--- src/rtl/horner_datapath.sv ---
// rtl/horner_datapath.sv - Fixed-point Horner step datapath (acc = acc*x + c) with saturation
//
// Ports:
//   clk_i, rst_i          clock, asynchronous active-high reset
//   dp_reset_i            synchronous per-evaluation clear
//   rd_signal_i/signal_i  sample capture (data valid with the strobe)
//   rd_coeff_i/coeff_i    coefficient capture (data valid the cycle after the strobe)
//   mul_valid_i           start acc*x, mul_done_o pulses MUL_LAT cycles later
//   add_valid_i           start prod+coeff, add_done_o pulses one cycle later
//   load_result_i         register acc into result_o, result_valid_o pulses next cycle
//   overflow_o            a saturation happened in the evaluation shown on result_o
module horner_datapath #(
    parameter int DATA_W  = 16,
    parameter int FRAC_W  = 12,
    parameter int MUL_LAT = 3
) (
    input  logic              clk_i,
    input  logic              rst_i,
    input  logic              dp_reset_i,
    input  logic              rd_signal_i,
    input  logic [DATA_W-1:0] signal_i,
    input  logic              rd_coeff_i,
    input  logic [DATA_W-1:0] coeff_i,
    input  logic              mul_valid_i,
    input  logic              add_valid_i,
    input  logic              load_result_i,
    output logic              mul_done_o,
    output logic              add_done_o,
    output logic [DATA_W-1:0] result_o,
    output logic              result_valid_o,
    output logic              overflow_o
);

    localparam int PW = 2 * DATA_W;

    localparam logic signed [PW:0] HALF  = (PW+1)'(1) << (FRAC_W - 1);
    localparam logic signed [PW:0] MAX_W = {{(PW+2-DATA_W){1'b0}}, {(DATA_W-1){1'b1}}};
    localparam logic signed [PW:0] MIN_W = {{(PW+2-DATA_W){1'b1}}, {(DATA_W-1){1'b0}}};
    localparam logic [DATA_W-1:0]  MAX_D = {1'b0, {(DATA_W-1){1'b1}}};
    localparam logic [DATA_W-1:0]  MIN_D = {1'b1, {(DATA_W-1){1'b0}}};

    logic signed [DATA_W-1:0] x_q, coeff_q, prod_q, acc_q;
    logic signed [DATA_W-1:0] op_a_q, op_x_q;
    logic [DATA_W-1:0]        result_q;
    logic [MUL_LAT-1:0]       mul_vld_q;
    logic                     sat_sticky, add_pend, rd_coeff_d, ovf_q, result_valid_q;

    logic                     mul_accept, mul_finish, mul_ovf, add_ovf;
    logic [MUL_LAT:0]         vld_chain;
    logic signed [DATA_W-1:0] mul_a, mul_b;
    logic signed [PW-1:0]     raw;
    logic signed [PW:0]       rounded, shifted;
    logic [DATA_W-1:0]        mul_res, add_res;
    logic [DATA_W:0]          sum;

    always_comb begin
        // A new multiply is refused while one is in flight, including its done cycle.
        mul_accept = mul_valid_i & ~(|mul_vld_q);
        // Prepending the accept bit lets MUL_LAT = 1 finish in the accept cycle
        // without a special case; stage MUL_LAT-1 of the chain is "result due next edge".
        vld_chain  = {mul_vld_q, mul_accept};
        mul_finish = vld_chain[MUL_LAT-1];

        // Operands are frozen at accept; with MUL_LAT = 1 they are used directly.
        mul_a   = mul_accept ? acc_q : op_a_q;
        mul_b   = mul_accept ? x_q   : op_x_q;
        raw     = mul_a * mul_b;
        rounded = {raw[PW-1], raw} + HALF;
        shifted = rounded >>> FRAC_W;
        mul_ovf = (shifted > MAX_W) || (shifted < MIN_W);
        if (mul_ovf) begin
            mul_res = shifted[PW] ? MIN_D : MAX_D;
        end else begin
            mul_res = shifted[DATA_W-1:0];
        end

        sum     = {prod_q[DATA_W-1], prod_q} + {coeff_q[DATA_W-1], coeff_q};
        add_ovf = sum[DATA_W] ^ sum[DATA_W-1];
        if (add_ovf) begin
            add_res = sum[DATA_W] ? MIN_D : MAX_D;
        end else begin
            add_res = sum[DATA_W-1:0];
        end
    end

    always_ff @(posedge clk_i or posedge rst_i) begin
        if (rst_i) begin
            x_q            <= '0;
            coeff_q        <= '0;
            prod_q         <= '0;
            acc_q          <= '0;
            op_a_q         <= '0;
            op_x_q         <= '0;
            mul_vld_q      <= '0;
            sat_sticky     <= 1'b0;
            add_pend       <= 1'b0;
            rd_coeff_d     <= 1'b0;
            result_q       <= '0;
            ovf_q          <= 1'b0;
            result_valid_q <= 1'b0;
        end else begin
            // The result register sees the pre-clear accumulator even when
            // dp_reset_i arrives in the same cycle.
            result_valid_q <= load_result_i;
            if (load_result_i) begin
                result_q <= acc_q;
                ovf_q    <= sat_sticky;
            end

            if (dp_reset_i) begin
                x_q        <= '0;
                coeff_q    <= '0;
                prod_q     <= '0;
                acc_q      <= '0;
                op_a_q     <= '0;
                op_x_q     <= '0;
                mul_vld_q  <= '0;
                sat_sticky <= 1'b0;
                add_pend   <= 1'b0;
                rd_coeff_d <= 1'b0;
            end else begin
                rd_coeff_d <= rd_coeff_i;
                if (rd_signal_i) begin
                    x_q <= signal_i;
                end
                if (rd_coeff_d) begin
                    coeff_q <= coeff_i;
                end
                mul_vld_q <= vld_chain[MUL_LAT-1:0];
                if (mul_accept) begin
                    op_a_q <= acc_q;
                    op_x_q <= x_q;
                end
                if (mul_finish) begin
                    prod_q <= mul_res;
                end
                add_pend <= add_valid_i;
                if (add_valid_i) begin
                    acc_q <= add_res;
                end
                if ((mul_finish && mul_ovf) || (add_valid_i && add_ovf)) begin
                    sat_sticky <= 1'b1;
                end
            end
        end
    end

    assign mul_done_o     = mul_vld_q[MUL_LAT-1];
    assign add_done_o     = add_pend;
    assign result_o       = result_q;
    assign result_valid_o = result_valid_q;
    assign overflow_o     = ovf_q;

endmodule

--- config.mk ---
export PLATFORM = sky130hd
export DESIGN_NAME = horner_datapath
export DESIGN_NICKNAME = d
export VERILOG_FILES = /design/src/rtl/horner_datapath.sv
export SDC_FILE = /design/constraint.sdc
export NUM_CORES = 1
export LEC_CHECK = 0
export ABC_CLOCK_PERIOD_IN_PS = 20700
export BUFFER_PORTS_ARGS = -buffer_cell sky130_fd_sc_hd__buf_2
export CAP_MARGIN = 20
export CORE_MARGIN = 4
export CORE_UTILIZATION = 48
export DETAILED_ROUTE_END_ITERATION = 8
export PLACE_DENSITY_LB_ADDON = 0.05
export SLEW_MARGIN = 20
export SYNTH_ARGS = -nofsm -noshare
export SYNTH_HDL_FRONTEND = slang
export SYNTH_SLANG_ARGS = --single-unit
--- constraint.sdc ---
create_clock -name clk_i -period 20.7 [get_ports clk_i]
set_input_delay 1.035 -clock clk_i [delete_from_list [all_inputs] [get_ports clk_i]]
set_output_delay 1.035 -clock clk_i [all_outputs]
set_load 0.03 [all_outputs]
== Word level (Yosys, flattened, before mapping) ==
Index checks and enable logic that the tools add are counted.
Word-level totals
  flip-flop bits (word level): 120
  output and inout bits: 20
  word-level logic and storage cells: 52
Operators by class
  $add $sub $neg: 2
  multiply operators: 1
  order comparisons: 2
  muxes and demuxes: 21
  bitwise gates (word level): 3
  reductions and logical operators: 10
Operators with widths (number)
  2-to-1 mux 16 bit: 16
  adder 32 x 13 -> 33 bit, second input constant: 1
  multiplier 16 x 16 -> 32 bit: 1
  > comparator 21 x 16 -> 1 bit, second input constant: 1
  less-than comparator 21 x 16 -> 1 bit, second input constant: 1
  adder 16 x 16 -> 17 bit: 1
  nonzero test 2 bit: 5
  2-to-1 mux 1 bit: 4
  2-to-1 mux 3 bit: 1
  OR reduction 3 bit: 1
  logical AND 1 bit: 2
  logical OR 1 bit: 2
  AND 1 bit: 1
  inverter 1 bit: 1
  XOR 1 bit: 1

== Depth between registers and ports, before layout ==
  word-level depth: 12
  gate-level depth with buffers: 31
  gate-level depth less buffers: 27

== Least setup slack after synthesis ==
Ideal clock, no wire load.
  kind: input port to flip-flop
  start: in mul_valid_i
  end: reg prod_q[0]
  arrival time: 8775 ps
  slack: 11787 ps
  cell stages on the path: 28
  cell sequence: nor4b_2 -> buf_4 -> clkbuf_1 -> buf_1 -> mux2i_1 -> nor2_1 -> fa_1 -> inv_1 -> fa_1 -> inv_1 -> fa_1 -> inv_1 -> fa_1 -> inv_1 -> fa_1 -> inv_1 -> fa_1 -> inv_1 -> ha_1 -> and2_1 -> a221oi_2 -> mux2i_1 -> a41oi_1 -> o311ai_1 -> or4_4 -> mux2i_4 -> buf_6 -> a22oi_1
Between the ends
  word-level cells in the longest chain between the ends: 9
Ends and longest elaborated chain
  start: declaration: RTL line 24  | input logic mul_valid_i,
  AND 1 bit *: RTL line 58  | mul_accept = mul_valid_i & ~(|mul_vld_q);
  2-to-1 mux 16 bit
  multiplier 16 x 16 -> 32 bit *: RTL line 67  | raw = mul_a * mul_b;
  adder 32 x 13 -> 33 bit *: RTL line 68  | rounded = {raw[PW-1], raw} + HALF;
  > comparator 21 x 16 -> 1 bit or less-than comparator 21 x 16 -> 1 bit (tied branches): RTL line 70  | mul_ovf = (shifted > MAX_W) || (shifted < MIN_W);
  logical OR 1 bit: RTL line 70
  2-to-1 mux 16 bit *: RTL line 71  | if (mul_ovf) begin
  2-to-1 mux 16 bit *: RTL line 134  | if (mul_finish) begin
  2-to-1 mux 16 bit *: RTL line 110  | if (dp_reset_i) begin
  end signal: assignment: RTL line 135  | prod_q <= mul_res;
  end: declaration: RTL line 42  | logic signed [DATA_W-1:0] x_q, coeff_q, prod_q, acc_q;
Every way passes the cells marked *; elsewhere a longest branch is shown, timed or not. The select of a mux whose other input is x is not followed.
A chain may end at the register's enable or synchronous reset.

== Final worst setup path ==
  start: in mul_valid_i
  end: reg prod_q[1]
The elaborated chain is that of the path after synthesis.

==> impl_metrics.env <==
export IMPL_status="finished clean"
export IMPL_rsz0062_at_grt="no"
export IMPL_finClkSkew_ps=13.0
export IMPL_fp_dieW_um=187
export IMPL_io_pins=60
export IMPL_grt_pass1_wl_mm=65.8
export IMPL_drt_wl_total_mm=40.5
export IMPL_numCtsBuffers=17
export IMPL_drtIter0Drc=660
export IMPL_seqPwrFrac=0.325
export IMPL_r2r_end="prod_q[1]$_DFFE_PP0P_"
export IMPL_ys_types=63
export IMPL_grt_pass1_vias=11585
export IMPL_clock_latency_ps=430
export IMPL_period_minus_slack_ps=9740
export IMPL_tns_ps=0
export IMPL_ctsHoldBuffers=0
export IMPL_cts_resized=0
export IMPL_overflow=0
export IMPL_maxCapViolCount=0
export IMPL_yosysTopAreaCell="fa_1"
export IMPL_synth_edf_count=0
export IMPL_ys_top_cells_by_area="fa_1 35%, dfrtp_1 19%, ha_1 7.6%"
export IMPL_p_per_area_nw_per_um2=50.4
export IMPL_post_cts_setup_buffer_count=0
export IMPL_synth_area_um2=15400
export IMPL_port_buffers=59
export IMPL_worstMarginPinSlew_ps=1080
export IMPL_r2r_start="mul_vld_q[1]$_DFF_PP0_"
export IMPL_syn_instance_count=1612
export IMPL_hold_end="sat_sticky$_DFFE_PP0P_"
export IMPL_slew_limit_headroom=0.278
export IMPL_p_sw_mw=0.323
export IMPL_viasPerCell=5.31
export IMPL_nNetsFinal=2059
export IMPL_fmax_ghz=0.103
export IMPL_layout_drive_gt1_share=0.110
export IMPL_syn_area_per_cell_um2=9.57
export IMPL_p_total_mw=0.846
export IMPL_hold_start="sat_sticky$_DFFE_PP0P_"
export IMPL_cts_tree="built"
export IMPL_drc=0
export IMPL_ys_seq_area_frac=0.195
export IMPL_p_int_mw=0.523
export IMPL_swShare=0.381
export IMPL_critical_path_startpoint_type="input pin"
export IMPL_area_growth_pct=8.74
export IMPL_ys_ff_latch=120
export IMPL_cts_clk_slew_worst_paths_ps=60
export IMPL_antenna_found_initial=0
export IMPL_reg2reg_depth=24
export IMPL_die_height_um=187
export IMPL_synth_top_cell_area_share=0.348
export IMPL_final_setup_viol_count=0
export IMPL_met1_usage=0.346
export IMPL_start_util=0.488
export IMPL_hpwl_mm=32.8
export IMPL_clkSinkCount=120
export IMPL_async_reset_ff_frac=1.00
export IMPL_gr_usage_met2=0.399
export IMPL_crit_arrival_ps=9980
export IMPL_htreeDepth=4
export IMPL_dr_pass1_iters=5
export IMPL_synth_nets=2014
export IMPL_crit_required_ps=20940
export IMPL_most_common_layout_cells="312 x inv_1, 268 x fa_1, 215 x nor2_1, 159 x nand2_1, 120 x dfrtp_1"
export IMPL_p_leak_nw=8.71
export IMPL_grt_use_met3=0.0336
export IMPL_place_congestion=0.888
export IMPL_hp_class="register to register"
export IMPL_clockPowerShare=0.345
export IMPL_hold_depth=2
export IMPL_core_area_um2=31600
export IMPL_fin_crit_sh=0.471
export IMPL_wl_per_cell_um=19.5
export IMPL_synth_ff_type="dfrtp_1"
export IMPL_ant_nets=0
export IMPL_gr_max_usage_layer="met2"
export IMPL_drv_slew=0
export IMPL_p_comb_frac=0.331
export IMPL_vias=11008
export IMPL_hold_viol_final=0
export IMPL_placementRows=65
export IMPL_layout_commonest_cell="inv_1"
export IMPL_crit_type="input pin to register"
export IMPL_ir_worst_vdd_uv=57.6
export IMPL_ys_warn_count=0
export IMPL_cp_max_fo=58
export IMPL_dieArea_um2=35100
export IMPL_grt_max_degree=71
export IMPL_track_usage=0.241
export IMPL_clockBufferDepth=2
export IMPL_cp_end_kind="register"
export IMPL_reg2reg_setup_slack_ps=11100
export IMPL_root_buffer="clkbuf_16"
export IMPL_antennaDiodeCount=0
synth_stat cells (all sizes together), types with 15 or more instances:
cell	instances
nand2	159
inv	313
fa	268
mux2	42
nand2b	16
xor2	18
o21ai	17
nor2	216
a22oi	15
ha	94
xnor2	22
dfrtp	120
a21oi	49
mux2i	69
a22o	15
clkbuf	51
critical path, cell delays in order:
cell      delay (ps)
buf_2             80
nor4b_4          320
buf_4            750
mux2i_1          890
nor2_1           120
fa_1             720
inv_1            110
fa_1             660
inv_1            210
fa_1             450
fa_1             520
fa_1             550
inv_1             50
fa_1             490
inv_1             50
ha_1             390
nand2_1          110
nor2_1           230
a21boi_0         400
nand2_1          140
a41oi_1          230
o311ai_1         180
and4_1           190
o21ai_1          820
a22oi_1          220
per-stage QoR:
stage / setup slack, ps / std cells / instance area (um2) / util / hold slack, ps
3_5_place_dp: 10420 / 2040 / 16200 / 0.512 / 479
2_1_floorplan: 11790 / 1612 / 15400 / - / 458
5_1_grt: 10390 / 2072 / 16800 / 0.530 / 518
6_report: 10960 / 2072 / 16800 / 0.530 / 498
4_1_cts: 10830 / 2072 / 16800 / 0.530 / 498
3_3_place_gp: 10630 / 2040 / 16200 / 0.512 / 479
area by class of cell:
type	instances	area (um2)
timing repair buffer	85	490
tap	402	503
clock inverter	13	119
sequential	120	3000
inverter	313	1180
fill	2973	14900
multi-input combinational	1120	11000
clock buffer	19	443
sequential cells by signal, summed over array words and instances, names as in the netlist, 3 cells and up:
name and count:
coeff_q 16, op_x_q 16, x_q 16, prod_q 16, op_a_q 16, result_o 16, mul_vld_q 3, acc_q 16
cells by family after synthesis:
logic type / after synthesis / share of synthesized area
AOI/OAI and AO/OA: 152 / 0.0672
xor gates and xnor gates: 40 / 0.0227
adders and majority gates: 362 / 0.424
buffers and inverters: 372 / 0.0914
DFF: 120 / 0.195
muxes: 111 / 0.0762
and+or+nand+nor: 455 / 0.124
worst max-delay path by stage:
stage          depth (start not counted)                     end   startpoint  slack (ps)
2_1_floorplan                         28   prod_q[0]$_DFFE_PP0P_  mul_valid_i       11790
6_report                              25   prod_q[1]$_DFFE_PP0P_  mul_valid_i       10960
5_1_grt                               25   prod_q[8]$_DFFE_PP0P_  mul_valid_i       10390
3_3_place_gp                          26   prod_q[1]$_DFFE_PP0P_  mul_valid_i       10630
3_5_place_dp                          26   prod_q[6]$_DFFE_PP0P_  mul_valid_i       10420
4_1_cts                               26  prod_q[13]$_DFFE_PP0P_  mul_valid_i       10830
routing by layer:
layer  share of wire  vias to the layer above  routed length, um
met5               0                        -                  0
met4           0.014                        0                574
met3           0.051                       33               2070
met2            0.48                      284              19600
met1            0.45                     5579              18200
li1                -                     5112                  -
power by group through the flow:
stage	Combinational (mW)	Sequential (mW)	Clock, mW
CTS	0.282	0.275	0.298
finish	0.280	0.274	0.291
detailed placement	0.280	0.279	0
global placement	0.278	0.278	0
global route	0.311	0.277	0.307
floorplan	0.186	0.281	0
(Power assumes the default switching activity.)
